==> src/rtl/counter_updown_param.sv <==
// Parametrised up/down event counter with modulo wrap, clear, parallel load,
// terminal-count pulse and one-shot mode. Define COUNTER_WRAP_CNT_EN for the wrap_count output.
module counter_updown_param #(
    parameter int unsigned      WIDTH     = 4,
    parameter logic [WIDTH-1:0] MAX_VAL   = {WIDTH{1'b1}},
    parameter logic [WIDTH-1:0] RESET_VAL = '0
) (
    input  logic             clk,
    input  logic             reset,
    input  logic             clear,
    input  logic             load,
    input  logic [WIDTH-1:0] load_val,
    input  logic             enable,
    input  logic             up_down,
    input  logic             oneshot,
    output logic [WIDTH-1:0] counter_out,
    output logic             tc,
    output logic             done
`ifdef COUNTER_WRAP_CNT_EN
    ,
    output logic [7:0]       wrap_count
`endif
);

    logic [WIDTH-1:0] count_q, count_d;
    logic             tc_q, tc_d;
    logic             done_q, done_d;
    logic [WIDTH-1:0] term_val;

    // Terminal value follows the direction sampled on this edge.
    assign term_val = up_down ? MAX_VAL : '0;

    always_comb begin
        count_d = count_q;
        tc_d    = 1'b0;
        done_d  = done_q;
        if (clear) begin
            count_d = RESET_VAL;
            done_d  = 1'b0;
        end else if (load) begin
            count_d = load_val;
            done_d  = 1'b0;
        end else if (enable && !done_q) begin
            if (count_q == term_val) begin
                tc_d = 1'b1;
                if (oneshot) begin
                    done_d = 1'b1;
                end else begin
                    count_d = up_down ? '0 : MAX_VAL;
                end
            end else if (up_down) begin
                // Only an out-of-range loaded value can reach here at or above MAX_VAL.
                count_d = (count_q >= MAX_VAL) ? '0 : count_q + WIDTH'(1);
            end else begin
                count_d = count_q - WIDTH'(1);
            end
        end
    end

    always_ff @(posedge clk or posedge reset) begin
        if (reset) begin
            count_q <= RESET_VAL;
            tc_q    <= 1'b0;
            done_q  <= 1'b0;
        end else begin
            count_q <= count_d;
            tc_q    <= tc_d;
            done_q  <= done_d;
        end
    end

    assign counter_out = count_q;
    assign tc          = tc_q;
    assign done        = done_q;

`ifdef COUNTER_WRAP_CNT_EN
    logic [7:0] wrap_q, wrap_d;

    always_comb begin
        wrap_d = wrap_q;
        if (clear) begin
            wrap_d = '0;
        end else if (tc_d && (wrap_q != 8'hFF)) begin
            wrap_d = wrap_q + 8'd1;
        end
    end

    always_ff @(posedge clk or posedge reset) begin
        if (reset) begin
            wrap_q <= '0;
        end else begin
            wrap_q <= wrap_d;
        end
    end

    assign wrap_count = wrap_q;
`endif

endmodule
==> config.mk <==
export PLATFORM = sky130hd
export DESIGN_NAME = counter_updown_param
export DESIGN_NICKNAME = d
export VERILOG_FILES = /design/src/rtl/counter_updown_param.sv
export SDC_FILE = /design/constraint.sdc
export NUM_CORES = 1
export LEC_CHECK = 0
export BUFFER_PORTS_ARGS = -buffer_cell sky130_fd_sc_hd__buf_2
export CAP_MARGIN = 20
export CELL_PAD_IN_SITES_DETAIL_PLACEMENT = 1
export CELL_PAD_IN_SITES_GLOBAL_PLACEMENT = 2
export CORE_MARGIN = 2
export CORE_UTILIZATION = 28
export CTS_CLUSTER_SIZE = 40
export DETAILED_ROUTE_END_ITERATION = 7
export HOLD_SLACK_MARGIN = 0.08
export PLACE_DENSITY_LB_ADDON = 0.1
export REMOVE_ABC_BUFFERS = 1
export SLEW_MARGIN = 40
export SYNTH_ARGS = -nofsm -noshare
export SYNTH_HDL_FRONTEND = slang
export SYNTH_SLANG_ARGS = --single-unit
==> constraint.sdc <==
create_clock -name clk -period 2.1 [get_ports clk]
set_clock_uncertainty 0.2 [all_clocks]
set_input_delay 0.63 -clock clk [delete_from_list [all_inputs] [get_ports clk]]
set_output_delay 0.63 -clock clk [all_outputs]
set_load 0.005 [all_outputs]
==> After elaboration in Yosys (flattened, before gate mapping) <==
Cells that the tools add are included.
{ "classes": {"add_sub_neg": 2, "n_lt_le_gt_ge": 1, "n_eq_ne": 2, "muxes": 18, "reduce_logical": 7} }
{ "op_table": {"columns": ["op", "count"], "rows": [
  ["2-to-1 mux 4 bit", 9],
  ["2-to-1 mux 1 bit", 9],
  ["nonzero test 3 bit", 3],
  ["adder 4 x 1 -> 4 bit, second input constant", 1],
  ["equality test 4 bit", 1],
  ["greater-or-equal comparator 4 bit, second input constant", 1],
  ["!= test 4 bit, second input constant", 1],
  ["subtractor 4 x 1 -> 4 bit, second input constant", 1],
  ["AND reduction 3 bit", 1],
  ["AND reduction 2 bit", 1],
  ["logical AND 1 bit", 1],
  ["logical NOT 1 bit", 1]
]} }
{ "totals": {"regBits": 6, "in_bits": 11, "elab_cells": 33} }

==> Logic depth before layout (Yosys ltp) <==
Gate-level depths: netlist of run 1.
{ "depth": {"depth_word": 7, "ltp_mapped": 7} }

==> Least setup slack after synthesis of run 1 <==
No wires, ideal clock.
{ "synth_path": {"path_type": "input to register", "start": "in up_down", "end": "reg count_q[0], in the netlist counter_out[0]", "setup_time_ps": 128, "t_arrival_ps": 1721, "slack_ps": 52, "stages": 5, "cell_sequence": "buf_6 and3_4 a32o_2 a31oi_4 mux2_1"} }
{ "synth_between": {"elab_chain_len": 6} }
{ "synth_lines": {"columns": ["item", "line", "source"], "rows": [
  ["start, declared", "14", "input logic up_down,"],
  ["2-to-1 mux 4 bit (on tied branches)", "31, 49", null],
  ["equality test 4 bit / 2-to-1 mux 4 bit (equally long branches)", "44, 46", null],
  ["2-to-1 mux 4 bit", "44", "if (count_q == term_val) begin"],
  ["2-to-1 mux 4 bit", "43", "end else if (enable && !done_q) begin"],
  ["2-to-1 mux 4 bit", "40", "end else if (load) begin"],
  ["2-to-1 mux 4 bit", "37", "if (clear) begin"],
  ["end signal, assigned", "66", "count_q <= count_d;"],
  ["end, declared", "25", "logic [WIDTH-1:0] count_q, count_d;"]
]} }
Parallel ways exist; a longest one is shown, timed or not. The select of a mux whose other input is x is not followed.
A chain may end at the register's enable or synchronous reset.

==> Worst setup path in the final report of run 1 <==
{ "layout_path": {"start": "reg count_q[1], in the netlist counter_out[1]", "end": "reg count_q[1], in the netlist counter_out[1]"} }
{ "layout_between": {"elab_chain_len": 7} }
{ "layout_lines": {"columns": ["item", "line", "source"], "rows": [
  ["adder 4 x 1 -> 4 bit / greater-or-equal comparator 4 bit (equally long branches)", "53", "count_d = (count_q >= MAX_VAL) ? '0 : count_q + WIDTH'(1);"],
  ["2-to-1 mux 4 bit", "53", null],
  ["2-to-1 mux 4 bit", "51", "end else if (up_down) begin"],
  ["2-to-1 mux 4 bit", "44", null],
  ["2-to-1 mux 4 bit", "43", null],
  ["2-to-1 mux 4 bit", "40", null],
  ["2-to-1 mux 4 bit", "37", null]
]} }
Parallel ways exist; a longest one is shown, timed or not. The select of a mux whose other input is x is not followed.

==> metrics.txt, run 1 <==
Post-CTS Resized 0; Unique masters post-synth 32; CTS H-tree depth 1; Slew @ Worst Pin 0.354 ns; Comb power frac a little over a third; vias per cell 5.00; Yosys warning count 0; slowest CP cell dfrtp_1; number of CTS-inserted buffers 3; worst stage delay on the critical path 0.53 ns; worst vdd ir approximately 0.21 mV; Internal around 270 uW; status completed; Flop pwr share 36.7%; max-slew violations 0; switching part of the total power 33.5%; Post-route DRC 0; crit path time final ~1.9 ns; Final Hold Fails 0; r2r setup slk 0.20 ns; Final GP Congestion 0.717; CP required ~2 ns; # fillers 227; CP cell instances inv_1 -> ha_1 -> nand2_1 -> a31oi_1 -> o41ai_1 -> mux2i_1; Clock transition at path regs 0.05 ns; clk sink count 6; Slew headroom about 76%; Final Worst Setup Slack about 0.20 ns; Final Hold Slack 0.0968 ns; Hold Path Class input port to asynchronous set/reset pin; Syn Area/Cell 8.90 um2; number of global-route vias before repair a little under 600; Area Overhead vs Synth 35.5%; Clk pwr share approximately 27%; Seq/Total Area, Yosys around 28%; Clock Tree Root clkbuf_4; largest net degree at the start of global routing 11; Tcrit/Tclk final roughly nine tenths; global route overflow 0; clock latency on the worst-skew pair 0.24 ns; max_cap viols 0; setup TNS 0 ns; layout cell share with drive strength beyond 1 between 40% and 50%; core footprint 1780 um2; WL final 1600 um; initial core utilization 30.5%; hold_buf cts 0; CP Max Fanout 10; GRT Resource Usage Total about 18%; CP startpoint kind flip-flop; Die Span Y 48.0 um; CP Buf/Inv Count 1; FF/Latch Area 150 um2; IO buf count 16; Die X 48.0 um; Die ar. approximately 2300 um2; TritonCTS clock tree built; io pins 17; leading area contributor after synthesis dfrtp_1; Syn Inst Count 61; initial antenna violation count 0; Detailed Place HPWL roughly 1200 um; mapped cell area 543 um2; highest clock rate 528 MHz; antenna viol nets, final 0; Critical Path AT 1.81 ns; crit path kind flip-flop to flip-flop; PD cells between 500 and 600 nW/um2; n_diodes 0; global-route wire length before repair 2680 um; Top Family by Delay on Critical Path flip-flops; Switch Pwr 134 uW; Routed WL per cell 14.2 um; top cells by area, synth dfrtp_1 (28%), a21oi_1 (4.6%), a31oi_1 (4.6%), ha_1 (4.6%), buf_6 (4.1%); LEAKAGE 0.000375 uW; via count 565; final setup fails 0; Setup Buffers After CTS 0; RSZ-0062 raised after global routing false; Multi-input gate area around 340 um2; CTS max path bufs 2; crit path capture type flip-flop; final net count 103; Seq cells post-synth 6; initial DRC count 2; post-synth top area share 27.6%; 1st-pass router iterations 3; pre-CTS WS around 0.013 ns; row cnt 15
[cell families (layout without fill, tap and decap cells)]
family,after synthesis,count (layout),synth area share (%)
mux,4,4,7.83
compound gates,21,21,29.3
buf+inv,10,37,9.91
xor+xnor,1,1,1.61
simple gates,17,17,19.1
flops,6,6,27.6
fa+ha+maj,2,2,4.61
[placed cells by master (no fill, tap or decap)]
cell      netlist  layout
o41ai_1         1       1
buf_4           0      12
nor2b_1         1       1
a31oi_4         1       1
nor4b_1         1       1
dfrtp_1         6       6
and2_4          1       1
mux2_1          2       2
a32o_2          1       1
nor3_1          2       2
and4b_1         1       1
a311oi_1        1       1
and2_1          2       2
a21o_1          1       1
o21ai_0         3       3
a211o_2         1       1
nand2_1         3       3
mux2i_1         2       2
a31oi_1         4       4
a221oi_1        1       1
nand2b_1        1       1
o31a_1          1       1
ha_1            2       2
nor2_1          3       3
clkbuf_4        0       3
a21oi_1         5       5
or4_1           1       1
buf_2           1      16
xnor2_1         1       1
inv_1           6       6
and3_4          1       1
a31o_1          1       1
[synthesized netlist by cell type]
master / instances
xnor2_1: 1
a211o_2: 1
a221oi_1: 1
and2_1: 2
and3_4: 1
and2_4: 1
clkbuf_1: 1
nor3_1: 2
a311oi_1: 1
nand2b_1: 1
buf_2: 1
mux2_1: 2
a21o_1: 1
nand2_1: 3
or4_1: 1
ha_1: 2
a31oi_1: 4
dfrtp_1: 6
and4b_1: 1
nor2_1: 3
a31oi_4: 1
o21ai_0: 3
mux2i_1: 2
o31a_1: 1
a32o_2: 1
o41ai_1: 1
nor2b_1: 1
buf_6: 2
a31o_1: 1
inv_1: 6
nor4b_1: 1
a21oi_1: 5
[power by group through the flow]
stage	clock (uW)	combinational [uW]	sequential, uW
floorplan	0	70.8	146
global placement	0	143	149
detailed placement	0	145	150
CTS	118	146	148
global route	124	164	150
finish	110	144	147
[through the flow]
stage | total power [uW] | util (%) | area (um2) | std cells
global route | 437 | 41.3 | 736 | 113
global placement | 292 | 40.0 | 713 | 110
CTS | 412 | 41.3 | 736 | 113
finish | 401 | 41.3 | 736 | 113
detailed placement | 295 | 40.0 | 713 | 110
floorplan | 217 | - | 512 | 57
[state kept, by name, summed over array words and instances, names as in the netlist]
register and count:
counter_out 4, done 1, tc 1
[worst paths after layout]
kind                             endpoint      startpoint  cells past startpoint
max                        counter_out[1]  counter_out[1]                      6
min                        counter_out[1]           reset                      2
max reg2reg                counter_out[1]  counter_out[1]                      6
min reg2reg                            tc            done                      2
max in group asynchronous  counter_out[2]           reset                      2
min in group clk                       tc            done                      2
[per-layer routing]
metal | vias to the layer above | track usage [%] | routed length, um
li1 | 279 | - | -
met1 | 278 | 23.3 | 750
met2 | 6 | 27.2 | 783
met3 | 2 | 2.26 | 41
met4 | 0 | 13.0 | 25
met5 | - | 0 | 0
[final cells by class]
type / instances / share of cell area [%]
Multi-Input combinational cell: 45 / 46.1
Timing Repair Buffer: 28 / 23.1
Sequential cell: 6 / 20.4
Tap cell: 25 / 4.25
Clock buffer: 3 / 3.06
Inverter: 6 / 3.06
(Power assumes the default switching activity.)
==> run 2: changes to the inputs <==
--- a/config.mk
+++ b/config.mk
@@ -15,6 +15,7 @@
 export DETAILED_ROUTE_END_ITERATION = 7
 export HOLD_SLACK_MARGIN = 0.08
 export PLACE_DENSITY_LB_ADDON = 0.1
+export RECOVER_POWER = 100
 export REMOVE_ABC_BUFFERS = 1
 export SLEW_MARGIN = 40
 export SYNTH_ARGS = -nofsm -noshare
==> run 2 against run 1 <==
Effect of this change:
- combinational power down 3%
- flip-flop and latch count unchanged
- maximum frequency is 3.5% lower
- routed wire length increased by 0.31%
- sequential power is essentially flat
- critical endpoint is now counter_out[2]
- critical path depth fell by 4
- clock power is essentially flat
- global-route usage unchanged
- via count up 1.2%
- largest power group unchanged
- non-clock buffer count stayed put
- design area is 2.9% lower
- cell count stayed put
==> metrics.txt, run 2 (same netlist as run 1, synthesis figures left out) <==
clk sink count 6 (unchanged); most frequent cells in the layout buf_2 (14), buf_4 (11), inv_1 (6), dfrtp_1 (6), a21oi_1 (5) (was buf_2 (16), buf_4 (12), inv_1 (6), dfrtp_1 (6), a21oi_1 (5)); Slew headroom 75.7% (was 76.1%); row cnt 15 (unchanged); Die X 48.0 um (unchanged); highest clock rate 509 MHz (was 528 MHz); Post-route DRC 0 (unchanged); Post-Layout Cell Count 113 (unchanged); Final GP Congestion 0.717 (unchanged); slowest CP cell dfrtp_1 (unchanged); Area Overhead vs Synth 31.6% (was 35.5%); max-slew violations 0 (unchanged); CP required 1.27 ns (was 2.01 ns); LEAKAGE 0.000358 uW (was 0.000375 uW); vias per cell 5.06 (was 5.00); Final Hold Fails 0 (unchanged); Tcrit/Tclk final 93.5% (was 90.2%); clock latency on the worst-skew pair 0.25 ns (was 0.24 ns); Crit path depth 2 (was 6); 1st-pass router iterations 2 (was 3); CTS H-tree depth 1 (unchanged); Setup Buffers After CTS 0 (unchanged); largest net degree at the start of global routing 11 (unchanged); total power 395 uW (was 401 uW); io pins 17 (unchanged); CP Buf/Inv Count 2 (was 1); Clock Tree Root clkbuf_4 (unchanged); Top Family by Delay on Critical Path buffers and inverters (was flip-flops); antenna viol nets, final 0 (unchanged); setup TNS 0 ns (unchanged); max_cap viols 0 (unchanged); worst vdd ir 0.212 mV (was 0.213 mV); Die Span Y 48.0 um (unchanged); Detailed Place HPWL 1230 um (unchanged); PD cells 553 nW/um2 (was 545 nW/um2); crit path time final 1.96 ns (was 1.90 ns); number of global-route vias before repair 581 (unchanged); Routed WL per cell 14.2 um (about the same); final net count 103 (unchanged); initial DRC count 1 (was 2); global route overflow 0 (unchanged); CP startpoint kind flip-flop (unchanged); number of CTS-inserted buffers 3 (unchanged); Critical Path AT 1.13 ns (was 1.81 ns); core footprint 1780 um2 (unchanged); initial antenna violation count 0 (unchanged); crit path capture type output port (was flip-flop); crit path kind flip-flop to output port (was flip-flop to flip-flop); IO buf count 16 (unchanged); Clock transition at path regs 0.05 ns (about the same); Post-CTS Resized 0 (unchanged); Die ar. 2310 um2 (unchanged); Hold Path Class input port to asynchronous set/reset pin (unchanged); TritonCTS clock tree built (unchanged); RSZ-0062 raised after global routing false (unchanged); # fillers 232 (was 227); hold_buf cts 0 (unchanged); max FFs per register 4 (unchanged); initial core utilization 30.5% (unchanged); most common cell after layout, fill and taps aside buf_2 (unchanged); status completed (unchanged); FF/Latch Area 150 um2 (unchanged); R2R cell count 4 (was 6); global-route wire length before repair 2680 um (unchanged); CP Max Fanout 7 (was 10); n_diodes 0 (unchanged); WL final 1600 um (about the same); GRT Resource Usage Total 18.0% (unchanged); Slew @ Worst Pin 0.359 ns (was 0.354 ns); Multi-input gate area 324 um2 (was 339 um2); layout cell share with drive strength beyond 1 35.2% (was 40.9%); CTS max path bufs 2 (unchanged); worst stage delay on the critical path 0.41 ns (was 0.53 ns); final setup fails 0 (unchanged); dpl cells 110 (unchanged); CP cell instances clkbuf_1 -> buf_2 (was inv_1 -> ha_1 -> nand2_1 -> a31oi_1 -> o41ai_1 -> mux2i_1); via count 572 (was 565)
[run 2: changes by cell type in the layout (fill, tap and decap cells not counted), sizes merged]
cell and delta:
buf -3, clkbuf +3
[run 2: cell type report]
class	instances	area share, %
flip-flops and latches	6	21.0
inverters	6	3.15
clock buffers	3	3.15
multi-input cells	45	45.4
repair buffers	28	22.9
well taps	25	4.38
[run 2: path summary, 6_finish.rpt]
check / to / from / slack (ns)
setup / recovery: counter_out[2] / counter_out[2] / 0.14
hold / removal: counter_out[1] / reset / 0.1
setup reg to reg: counter_out[0] / counter_out[3] / 0.15
hold reg to reg: tc / done / 0.44
max in group asynchronous: counter_out[2] / reset / 1.40
min in group clk: tc / done / 0.44
[run 2: where the power goes]
group          internal [uW]  total [uW]  switching, uW
Sequential               125         146           21.0
Clock                   64.9         110           45.1
Combinational           72.6         139           65.9
[run 2: layer usage]
metal	part of all wire, %	track usage (%)	vias up
li1	-	-	280
met5	0	0	-
met2	49	27.2	8
met3	2.7	2.26	2
met1	47	23.3	282
met4	1.6	13.0	0
[run 2: per-stage QoR]
step / utilization (%) / setup WS (ns) / instance area, um2 / hold slack, ns
CTS: 41.3 / 0.184 / 736 / 0.0905
floorplan: - / 0.177 / 512 / 0.221
global route: 40.1 / 0.0599 / 714 / 0.109
global placement: 40.0 / 0.00295 / 713 / 0.352
detailed placement: 40.0 / 0.0134 / 713 / 0.361
finish: 40.1 / 0.136 / 714 / 0.0962
